[src/rtl/softmax_pkg.sv]
// Shared softmax vector types, used by softmax, its output serializer and their benches.
package softmax_pkg;

  localparam int unsigned LANES = 16;
  localparam int unsigned WIDTH = 8;

  typedef logic [WIDTH-1:0] lane_t;
  typedef lane_t [LANES-1:0] vec_t;

endpackage

[src/rtl/vec_fifo.sv]
// Small vector FIFO: DEPTH whole vectors, wrapping pointers, occupancy count.
// The caller only pops when not empty and only pushes when not full or popping.
module vec_fifo
  import softmax_pkg::*;
#(
  parameter int unsigned DEPTH = 2,
  parameter type vec_t = softmax_pkg::vec_t
) (
  input  logic                         clock,
  input  logic                         reset,
  input  logic                         push,
  input  vec_t                         wr_data,
  input  logic                         pop,
  output logic                         full,
  output logic                         empty,
  output logic [$clog2(DEPTH+1)-1:0]   count,
  output vec_t                         head
);

  localparam int unsigned PTR_W = (DEPTH > 1) ? $clog2(DEPTH) : 1;
  localparam int unsigned CNT_W = $clog2(DEPTH + 1);

  vec_t             mem [DEPTH];
  logic [PTR_W-1:0] wr_ptr;
  logic [PTR_W-1:0] rd_ptr;
  logic [CNT_W-1:0] cnt;

  // Pointer advance with wrap at DEPTH-1 (DEPTH need not be a power of two).
  function automatic logic [PTR_W-1:0] ptr_inc(input logic [PTR_W-1:0] p);
    return (p == PTR_W'(DEPTH - 1)) ? '0 : p + PTR_W'(1);
  endfunction

  // Pointer and occupancy bookkeeping; push+pop leaves the count unchanged.
  always_ff @(posedge clock) begin
    if (reset) begin
      wr_ptr <= '0;
      rd_ptr <= '0;
      cnt    <= '0;
    end else begin
      if (push) wr_ptr <= ptr_inc(wr_ptr);
      if (pop)  rd_ptr <= ptr_inc(rd_ptr);
      case ({push, pop})
        2'b10:   cnt <= cnt + CNT_W'(1);
        2'b01:   cnt <= cnt - CNT_W'(1);
        default: cnt <= cnt;
      endcase
    end
  end

  // Vector storage; contents are deliberately left unreset.
  always_ff @(posedge clock) begin
    if (push) mem[wr_ptr] <= wr_data;
  end

  assign full  = (cnt == CNT_W'(DEPTH));
  assign empty = (cnt == '0);
  assign count = cnt;
  assign head  = mem[rd_ptr];

endmodule

[src/rtl/softmax_out_serializer.sv]
// Captures softmax result vectors into a small FIFO and streams them out as
// lane-ordered bytes with an end-of-vector marker. Softmax cannot be stalled,
// so vectors arriving to a full buffer are dropped and counted.
module softmax_out_serializer #(
  parameter int unsigned LANES = softmax_pkg::LANES,
  parameter int unsigned WIDTH = softmax_pkg::WIDTH,
  parameter int unsigned DEPTH = 2
) (
  input  logic             clock,
  input  logic             reset,
  input  logic             input_valid,
  input  logic [WIDTH-1:0] input_bits_data_in_0,
  input  logic [WIDTH-1:0] input_bits_data_in_1,
  input  logic [WIDTH-1:0] input_bits_data_in_2,
  input  logic [WIDTH-1:0] input_bits_data_in_3,
  input  logic [WIDTH-1:0] input_bits_data_in_4,
  input  logic [WIDTH-1:0] input_bits_data_in_5,
  input  logic [WIDTH-1:0] input_bits_data_in_6,
  input  logic [WIDTH-1:0] input_bits_data_in_7,
  input  logic [WIDTH-1:0] input_bits_data_in_8,
  input  logic [WIDTH-1:0] input_bits_data_in_9,
  input  logic [WIDTH-1:0] input_bits_data_in_10,
  input  logic [WIDTH-1:0] input_bits_data_in_11,
  input  logic [WIDTH-1:0] input_bits_data_in_12,
  input  logic [WIDTH-1:0] input_bits_data_in_13,
  input  logic [WIDTH-1:0] input_bits_data_in_14,
  input  logic [WIDTH-1:0] input_bits_data_in_15,
  output logic             output_valid,
  input  logic             output_ready,
  output logic [WIDTH-1:0] output_bits_data,
  output logic             output_bits_last,
  output logic             overflow,
  output logic [7:0]       drop_count
);

  import softmax_pkg::vec_t;

  localparam int unsigned LANE_W = $clog2(LANES);
  localparam int unsigned CNT_W  = $clog2(DEPTH + 1);
  localparam logic [LANE_W-1:0] LAST_LANE = LANE_W'(LANES - 1);
  localparam logic [7:0]        DROP_MAX  = 8'hFF;

  vec_t              in_vec;
  vec_t              head;
  logic [LANE_W-1:0] lane;
  logic              fifo_full;
  logic              fifo_empty;
  logic [CNT_W-1:0]  fifo_count;
  logic              xfer;
  logic              pop;
  logic              push;
  logic              drop;
  logic              unused_fifo_count;

  // Gather the individual softmax lanes into one vector.
  always_comb begin
    in_vec     = '0;
    in_vec[0]  = input_bits_data_in_0;
    in_vec[1]  = input_bits_data_in_1;
    in_vec[2]  = input_bits_data_in_2;
    in_vec[3]  = input_bits_data_in_3;
    in_vec[4]  = input_bits_data_in_4;
    in_vec[5]  = input_bits_data_in_5;
    in_vec[6]  = input_bits_data_in_6;
    in_vec[7]  = input_bits_data_in_7;
    in_vec[8]  = input_bits_data_in_8;
    in_vec[9]  = input_bits_data_in_9;
    in_vec[10] = input_bits_data_in_10;
    in_vec[11] = input_bits_data_in_11;
    in_vec[12] = input_bits_data_in_12;
    in_vec[13] = input_bits_data_in_13;
    in_vec[14] = input_bits_data_in_14;
    in_vec[15] = input_bits_data_in_15;
  end

  // Handshake decode: a pop frees a slot in the same cycle, so a push that
  // lands on the final-lane transfer of a full FIFO is accepted, not dropped.
  always_comb begin
    xfer = output_valid & output_ready;
    pop  = xfer & (lane == LAST_LANE);
    push = input_valid & (~fifo_full | pop);
    drop = input_valid & fifo_full & ~pop;
  end

  vec_fifo #(
    .DEPTH (DEPTH),
    .vec_t (vec_t)
  ) u_fifo (
    .clock   (clock),
    .reset   (reset),
    .push    (push),
    .wr_data (in_vec),
    .pop     (pop),
    .full    (fifo_full),
    .empty   (fifo_empty),
    .count   (fifo_count),
    .head    (head)
  );

  // Occupancy is only needed as empty/full here.
  assign unused_fifo_count = ^fifo_count;

  // Lane counter walks the head vector; it wraps exactly when the head is popped.
  always_ff @(posedge clock) begin
    if (reset) begin
      lane <= '0;
    end else if (xfer) begin
      lane <= (lane == LAST_LANE) ? '0 : lane + LANE_W'(1);
    end
  end

  // Drop accounting: sticky flag plus a saturating 8-bit count.
  always_ff @(posedge clock) begin
    if (reset) begin
      overflow   <= 1'b0;
      drop_count <= '0;
    end else if (drop) begin
      overflow <= 1'b1;
      if (drop_count != DROP_MAX) drop_count <= drop_count + 8'(1);
    end
  end

  // Output side: all terms come from registers; data is the head lane mux.
  assign output_valid     = ~fifo_empty;
  assign output_bits_data = WIDTH'(head[lane]);
  assign output_bits_last = output_valid & (lane == LAST_LANE);

endmodule
[config.mk]
export PLATFORM = sky130hd
export DESIGN_NAME = softmax_out_serializer
export DESIGN_NICKNAME = d
export VERILOG_FILES = /design/src/rtl/softmax_pkg.sv /design/src/rtl/vec_fifo.sv /design/src/rtl/softmax_out_serializer.sv
export SDC_FILE = /design/constraint.sdc
export NUM_CORES = 1
export LEC_CHECK = 0
export CAP_MARGIN = 20
export CORE_MARGIN = 4
export CORE_UTILIZATION = 35
export DETAILED_ROUTE_END_ITERATION = 12
export DONT_BUFFER_PORTS = 1
export PLACE_DENSITY = 0.51
export SYNTH_ARGS = -nofsm -noshare
export SYNTH_HDL_FRONTEND = slang
export SYNTH_SLANG_ARGS = --single-unit
[constraint.sdc]
create_clock -name clock -period 20.6 [get_ports clock]
set_clock_uncertainty 0.2 [all_clocks]
set_input_delay 1.03 -clock clock [delete_from_list [all_inputs] [get_ports clock]]
set_output_delay 1.03 -clock clock [all_outputs]
set_load 0.01 [all_outputs]
Word level (Yosys, flattened, before mapping)

Memory sizes are Yosys's and may differ from the RTL's. A register that Yosys moved wholly into a read port is not among the register bits.
Cells that the tools add are included.

Flip-flop bits (word level): 17
Memory bits (writable): 256
Input port bits: 132
Output and inout port bits: 19
Logic and storage cells: 42
Memories kept: 1

Memory list:

| memory     | words | bits a word | rd ports | clocked after Yosys merged registers in | wr ports | line           | RTL |
|---|---|---|---|---|---|---|---|
| u_fifo.mem | 2     | 128         | 1        | 1                                       | 1        | vec_fifo.sv:23 | `vec_t mem [DEPTH];` |

$add $sub $neg: 6
Order comparisons: 1
Eq/ne operators: 5
Multiplexer cells: 10
Bitwise gates (word level): 10
Reduce and logical (&&, ||, !) cells: 3

Operator list:

| kind                                                       | number |
|---|---|
| binary-select mux 8 bit (select 4 bit)                     | 1 |
| adder 8 x 1 -> 8 bit, second input constant                | 1 |
| 2-to-1 mux 8 bit                                           | 1 |
| != test 8 bit, second input constant                       | 1 |
| AND 1 bit                                                  | 6 |
| 2-to-1 mux 1 bit                                           | 6 |
| less-than comparator 4 x 5 -> 1 bit, second input constant | 1 |
| adder 4 x 1 -> 4 bit, second input constant                | 1 |
| equality test 2 bit, second input constant                 | 2 |
| equality test 4 bit, second input constant                 | 1 |
| 2-to-1 mux 4 bit                                           | 1 |
| one-hot mux 2 bit (2 select lines)                         | 1 |
| NOT 1 bit                                                  | 3 |
| adder 1 bit, second input constant                         | 2 |
| adder 2 x 1 -> 2 bit, second input constant                | 1 |
| equality test 2 x 1 -> 1 bit, second input constant        | 1 |
| zero test 2 bit                                            | 1 |
| AND reduction 2 bit                                        | 1 |
| nonzero test 2 bit                                         | 1 |
| subtractor 2 x 1 -> 2 bit, second input constant           | 1 |
| OR 1 bit                                                   | 1 |

Logic depth before layout (Yosys ltp)

Gate-level depths: netlist of the first run.

Word-level depth: 8
Gate-level depth with buffers: 7
Gate-level depth less buffers: 7

Modules after synthesis

Synthesis of the first run repeated with hierarchy kept, for this count alone.

Cells, all modules: 570
Area, all modules: 11059.4 um^2

Modules (own cells, without submodules):

| module                 | instances | cells each | area each (um^2) | sequential area each (um^2) |
|---|---|---|---|---|
| vec_fifo               | 1         | 420        | 9431.5           | 7787.5 |
| softmax_out_serializer | 1         | 150        | 1627.8           | 260.2 |

Least setup slack after synthesis of the first run

Ideal clock, no wire load.

Kind: input to register
Start point: input port output_ready
End point: memory u_fifo.mem[0][0] (netlist name), enable pin
Setup time: 0.617 ns
Arrival: 6.770 ns
Required time: 19.783 ns
Path slack: 13.012 ns
Stages on the path: 3
Buffers on the path: 0
Path through: and4_1 -> o21ai_0 -> nor2_1

Cells in the longest elaborated chain, start to end: 6

Ends and longest elaborated chain:

| what                                   | line                         | RTL |
|---|---|---|
| start, declared                        | softmax_out_serializer.sv:29 | `input logic output_ready,` |
| AND 1 bit                              | softmax_out_serializer.sv:79 | `xfer = output_valid & output_ready;` |
| AND 1 bit                              | softmax_out_serializer.sv:80 | `pop = xfer & (lane == LAST_LANE);` |
| OR 1 bit                               | softmax_out_serializer.sv:81 | `push = input_valid & (~fifo_full \| pop);` |
| AND 1 bit                              | softmax_out_serializer.sv:81 |  |
| 2-to-1 mux 1 bit                       | vec_fifo.sv:52               | `if (push) mem[wr_ptr] <= wr_data;` |
| 2-to-1 mux 1 bit (not written as such) | vec_fifo.sv:52               |  |
| end, declared                          | vec_fifo.sv:23               |  |

No other way between the ends.

==> results of run 1 <==
## final timing paths
kind,cells after the start,endpoint,start
worst min register to register,2,overflow,overflow
worst min-delay path,2,overflow,overflow
worst max register to register,6,u_fifo.mem[0][4],lane[1]
worst max-delay path,4,output_bits_data[3],flop
## layer usage
metal	vias up	track usage [%]	wire (µm)
li1	2012	-	-
met1	2352	14.0	7590
met2	135	21.3	10500
met3	32	6.17	2240
met4	0	3.09	495
met5	-	0.593	0
## cell families (layout without fill, tap and decap cells)
| family | Yosys count | count (layout) | share of synthesized area (%) |
|---|---|---|---|
| DFF | 274 | 274 | 76.4 |
| muxes | 88 | 88 | 17.9 |
| and+or+nand+nor | 42 | 42 | 2.16 |
| buffers and inverters | 28 | 66 | 1.29 |
| AOI/OAI and AO/OA | 26 | 26 | 1.47 |
| xor gates and xnor gates | 5 | 5 | 0.416 |
| adders and majority gates | 3 | 3 | 0.356 |
## flip-flops by register name, indices dropped and copies added, names as in the netlist, named ones only
name / cells
drop_count: 8
lane: 4
overflow: 1
u_fifo.count: 2
u_fifo.mem: 256
u_fifo.rd_ptr: 1
u_fifo.wr_ptr: 1
## critical path: stages (launching register included)
cell and delay [ns]:
dfxtp_4 0.80, buf_4 0.64, mux4_2 0.59, mux4_2 0.53
mux2_2 0.34
## power breakdown
part	internal (mW)	switching [mW]
combinational	0.0280	0.0338
sequential	0.656	0.0137
clock	0.388	0.219
total	1.07	0.266
## cells in the mapped netlist, types with 2 or more instances
| cell | number | area [µm²] |
|---|---|---|
| edfxtp_1 | 256 | 7690 |
| mux4_2 | 80 | 1800 |
| dfxtp_1 | 18 | 360 |
| a21oi_1 | 12 | 60.1 |
| clkbuf_1 | 12 | 45.0 |
| nand2_1 | 9 | 33.8 |
| nor2_1 | 9 | 33.8 |
| mux2_2 | 8 | 90.1 |
| buf_4 | 6 | 45.0 |
| o21ai_0 | 6 | 30.0 |
| nand3_1 | 5 | 25.0 |
| buf_1 | 4 | 15.0 |
| inv_1 | 4 | 15.0 |
| or4_1 | 4 | 30.0 |
| and4_1 | 3 | 26.3 |
| ha_1 | 3 | 37.5 |
| or3_1 | 3 | 18.8 |
| xnor2_1 | 3 | 26.3 |
| o31ai_1 | 2 | 15.0 |
| o41ai_1 | 2 | 17.5 |
| xor2_1 | 2 | 17.5 |
## layout make-up
cell class / count / area (µm²)
clock inverter: 25 / 377
timing repair buffer: 6 / 45.0
clock buffer: 31 / 776
fill: 2641 / 17500
tap: 390 / 488
sequential: 274 / 8060
multi-input combinational: 164 / 2370
inverter: 4 / 15.0
## per-stage QoR
| stage | worst slack, ns | util (%) |
|---|---|---|
| 2_1_floorplan | 13.01 | - |
| 3_3_place_gp | 16.27 | 37.0 |
| 3_5_place_dp | 16.16 | 37.0 |
| 4_1_cts | 15.67 | 40.9 |
| 5_1_grt | 15.53 | 40.9 |
| 6_report | 15.86 | 40.9 |
==> impl_results.md, run 1 <==
- Worst R2R Setup Slack: 16.37 ns
- Layout cells sized above 1: 30.4%
- Cell Pwr Density: 110 nW/µm²
- Most frequent cells in the layout: edfxtp_1 (256), mux4_2 (80), clkbuf_16 (31), dfxtp_1 (15), a21oi_1 (12)
- Total Power: 1.34 mW
- Fin nets: 616
- CTS tree: built
- Leading cell type in the layout, fill and taps excluded: edfxtp_1
- Vias/cell: 5.07
- Clk sinks: 274
- Mapped Nets: 601
- Hold Crit Class: flop to flop
- Total wire length: 20800 µm
- Final GP Congestion: 0.696
- Post-Syn Area: 10500 µm²
- Resized Gates After CTS: 0
- Mean post-synth cell area: 22.6 µm²
- Die Area: 33000 µm²
- Core area: 29600 µm²
- FP Rows: 63
- Cts hold-fix bufs: 0
- Wire per inst: 23.3 µm
- CTS Buf Count: 31
- H-tree levels: 1
- Vias in the first global route: 5254
- Cell count after placement: 838
- # IOs: 151
- Die H: 182 µm
- Clk buf depth: 3
- Synth cell types: 36
- Tmin final: 4.74 ns
- #FFs+latches synth: 274
- Placed inst area: 11000 µm²
- Worst hold margin: 0.294 ns
- Congestion Overflow GR: 0
- DRC errors left: 0
- Antenna fix cells: 0
- Post-Syn Instances: 466
- Fmax achieved: 211 MHz
- Drt pass-1 iters: 4
- Max rail drop VDD: 0.0800 mV
- Synth warnings: 0
- Max Transition Viols Final: 0
- Async SR Flop Fraction: 0%
- Number of flops mapped to enable cells by yosys: 256
- Root Buffer: clkbuf_16
- Worst setup EP type: output pin
- Vias: 4531
- Setup Crit Path Kind: flop to output pin
- Starting Density: 35.6%
- Antenna Nets Post-Route: 0
- Final setup fails: 0
- RSZ-0062 raised after global routing: false
- Lkg Pwr: 3.69 nW
- Worst-skew pair later-pin latency: 0.55 ns
- Post-route design area: 12100 µm²
- HPWL after DPL: 13100 µm
- Max Cap Viol: 0
- Worst setup SP type: flop
- Input/output buffers: 0
- Slew @ Worst Pin: 1.03 ns
- Sequential area share after synthesis: 76.4%
- Final Non-Filler Cells: 894
- Main synth FF type: edfxtp_1
- Drt first-iter violations: 268
- Period utilization: 23.0%
- Fin. Hold Viols: 0
- Pin count of the biggest net entering global routing: 73
- CTS clk-pin slew, worst paths: 0.06 ns
- Required @ worst endpoint: 19.37 ns
- Initial antenna violation count: 0
- Setup bufs post-CTS: 0
- Worst slew margin: 31.4%
- Setup_tns: 0 ns
- Run status: complete, no violations
- Worst EP arrival: 3.51 ns
- Die span in x: 182 µm
- Synthesis-to-layout area growth: 15.1%
- Crit Path Max Fanout: 33
- First-pass GRT wire length: 31500 µm
- GRT Overall Usage: 12.5%
No activity file was read; power rests on OpenSTA's default activity.
==> inputs of run 2 (changes only) <==
==> constraint.sdc (replaced) <==
create_clock -name clock -period 4.4 [get_ports clock]
set_clock_uncertainty 0.2 [all_clocks]
set_input_delay 0.22 -clock clock [delete_from_list [all_inputs] [get_ports clock]]
set_output_delay 0.22 -clock clock [all_outputs]
set_load 0.01 [all_outputs]
==> run 2 against run 1 <==
Clock-buffer cell count up 4. Cell count rose by 15%. Global-route usage up 0.48 points. Critical path type unchanged. Critical endpoint unchanged.
==> impl_results.md, run 2 (synthesis results as in run 1) <==
- Run status: complete, no violations
- Final core occ: 44.8% (+3.9 points)
- Die H: 182 µm (unchanged)
- Fmax achieved: 284 MHz
- Slew @ Worst Pin: 0.912 ns (-0.117 ns)
- Vias in the first global route: 5696 (+8.4%)
- Congestion Overflow GR: 0 (unchanged)
- Setup bufs post-CTS: 0 (unchanged)
- GRT Overall Usage: 12.9% (+0.48 points)
- Flip-flop count of the largest register after layout: 256 (unchanged)
- Initial antenna violation count: 4 (+4)
- Root Buffer: clkbuf_16
- Die span in x: 182 µm (unchanged)
- Vias: 5086 (+12%)
- Fin. Hold Viols: 0 (unchanged)
- Hold Crit Class: input pin to flop
- Period utilization: 79.9%
- CTS tree: built
- Worst r2r path cells: 5 (-1)
- H-tree levels: 1 (unchanged)
- Resized Gates After CTS: 0 (unchanged)
- HPWL after DPL: 13300 µm (+2.1%)
- Worst setup EP type: output pin
- DRC errors left: 0 (unchanged)
- Max Cap Viol: 0 (unchanged)
- Layout cells sized above 1: 22.9% (-7.5 points)
- Leading cell type in the layout, fill and taps excluded: edfxtp_1
- Worst slew margin: 38.6% (+7.2 points)
- Drt first-iter violations: 233 (-13%)
- Total Power: 5.83 mW (+340%)
- RR Startpoint: lane[1]
- Clk sinks: 274 (unchanged)
- Tmin final: 3.51 ns
- Worst hold margin: 0.0347 ns (-0.259 ns)
- Setup Crit Path Kind: flop to output pin
- Max rail drop VDD: 0.347 mV (+330%)
- Setup_tns: 0 ns (unchanged)
- Crit Path Max Fanout: 42 (+27%)
- Worst-skew pair later-pin latency: 0.53 ns (-0.02 ns)
- Worst R2R Setup Slack: 1.27 ns (-15.10 ns)
- Hold Crit Endpoint: u_fifo.wr_ptr
- Vias/cell: 4.93 (-2.8%)
- Final GP Congestion: 0.718 (+3.2%)
- First-pass GRT wire length: 33400 µm (+5.9%)
- Reg with most FFs: u_fifo.mem
- Placed inst area: 11000 µm² (+0.66%)
- Cell count after placement: 841 (+0.36%)
- Largest registers: u_fifo.mem: 256 flops, drop_count: 8 flops, lane: 4 flops
- CTS clk-pin slew, worst paths: 0.06 ns (about the same)
- Cell Pwr Density: 439 nW/µm² (+300%)
- Min-delay src: input_valid
- Pre-CTS setup slack: 1.16 ns (-14.99 ns)
- Synthesis-to-layout area growth: 26.1%
- Lkg Pwr: 4.17 nW (+13%)
- Pin count of the biggest net entering global routing: 75 (+2.7%)
- Required @ worst endpoint: 3.98 ns (-15.39 ns)
- Total wire length: 21500 µm (+3.3%)
- Wire per inst: 20.8 µm (-11%)
- Cts hold-fix bufs: 132 (+132)
- Fin nets: 750 (+22%)
- Max Transition Viols Final: 0 (unchanged)
- Input/output buffers: 0 (unchanged)
- Worst setup SP type: flop
- Reg2Reg Capture Point: u_fifo.mem[1][89]
- FP Rows: 63 (unchanged)
- Drt pass-1 iters: 4 (unchanged)
- Worst hold stages: 3 (+1)
- Core area: 29600 µm² (unchanged)
- Post-route design area: 13300 µm² (+9.6%)
- Die Area: 33000 µm² (unchanged)
- PnR worst setup slack: 0.885 ns (-14.98 ns)
- Final Non-Filler Cells: 1032 (+15%)
- Final setup fails: 0 (unchanged)
- Most frequent cells in the layout: edfxtp_1 (256), dlygate4sd3_1 (132), mux4_2 (80), clkbuf_16 (30), dfxtp_1 (15)
- CTS Buf Count: 30 (-3.2%)
- RSZ-0062 raised after global routing: false
- Starting Density: 35.6% (unchanged)
- Clk buf depth: 3 (unchanged)
- Antenna Nets Post-Route: 0 (unchanged)
- Worst EP arrival: 3.09 ns (-0.42 ns)
- # IOs: 151 (unchanged)
[run 2: cell count changes in the layout (fill, tap and decap cells not counted), sizes merged]
| cell | delta |
|---|---|
| bufinv | -8 |
| buf | +3 |
| diode | +4 |
| clkinv | +5 |
| dlygate4sd3 | +132 |
| clkbuf | +4 |
| clkinvlp | -2 |
[run 2: metal layers]
metal  vias to the layer above  GRT usage [%]  routed length (µm)
li1                       2292              -                   -
met1                      2632           16.4                9090
met2                       134           22.3               10900
met3                        28           3.73                1240
met4                         0           2.79                 330
met5                         -              0                   0
[run 2: worst max-delay path, stage by stage (launching register included)]
cell     delay, ns
dfxtp_4       0.61
buf_4         0.62
mux4_2        0.42
mux4_2        0.51
mux2_2        0.34
[run 2: layout make-up]
type,count,area [µm²]
Antenna cell,4,10.0
Multi-Input combinational cell,164,2370
Tap cell,390,488
Sequential cell,274,8060
Clock inverter,20,138
Clock buffer,35,769
Timing Repair Buffer,141,1440
Inverter,4,15.0
Fill cell,2597,16400
[run 2: worst max path at each step]
stage,startpoint,to,cells past startpoint
after floorplan,lane[1],u_fifo.mem[1][0],4
after global placement,lane[1],u_fifo.mem[1][32],5
after detailed placement,lane[1],u_fifo.mem[1][63],5
after CTS,lane[1],output_bits_data[3],4
after global routing,lane[1],output_bits_data[3],4
final,lane[1],output_bits_data[3],4
[run 2: power by group]
group / switching [mW] / internal [mW]
clock: 0.972 / 1.31
sequential: 0.0463 / 3.07
combinational: 0.217 / 0.218
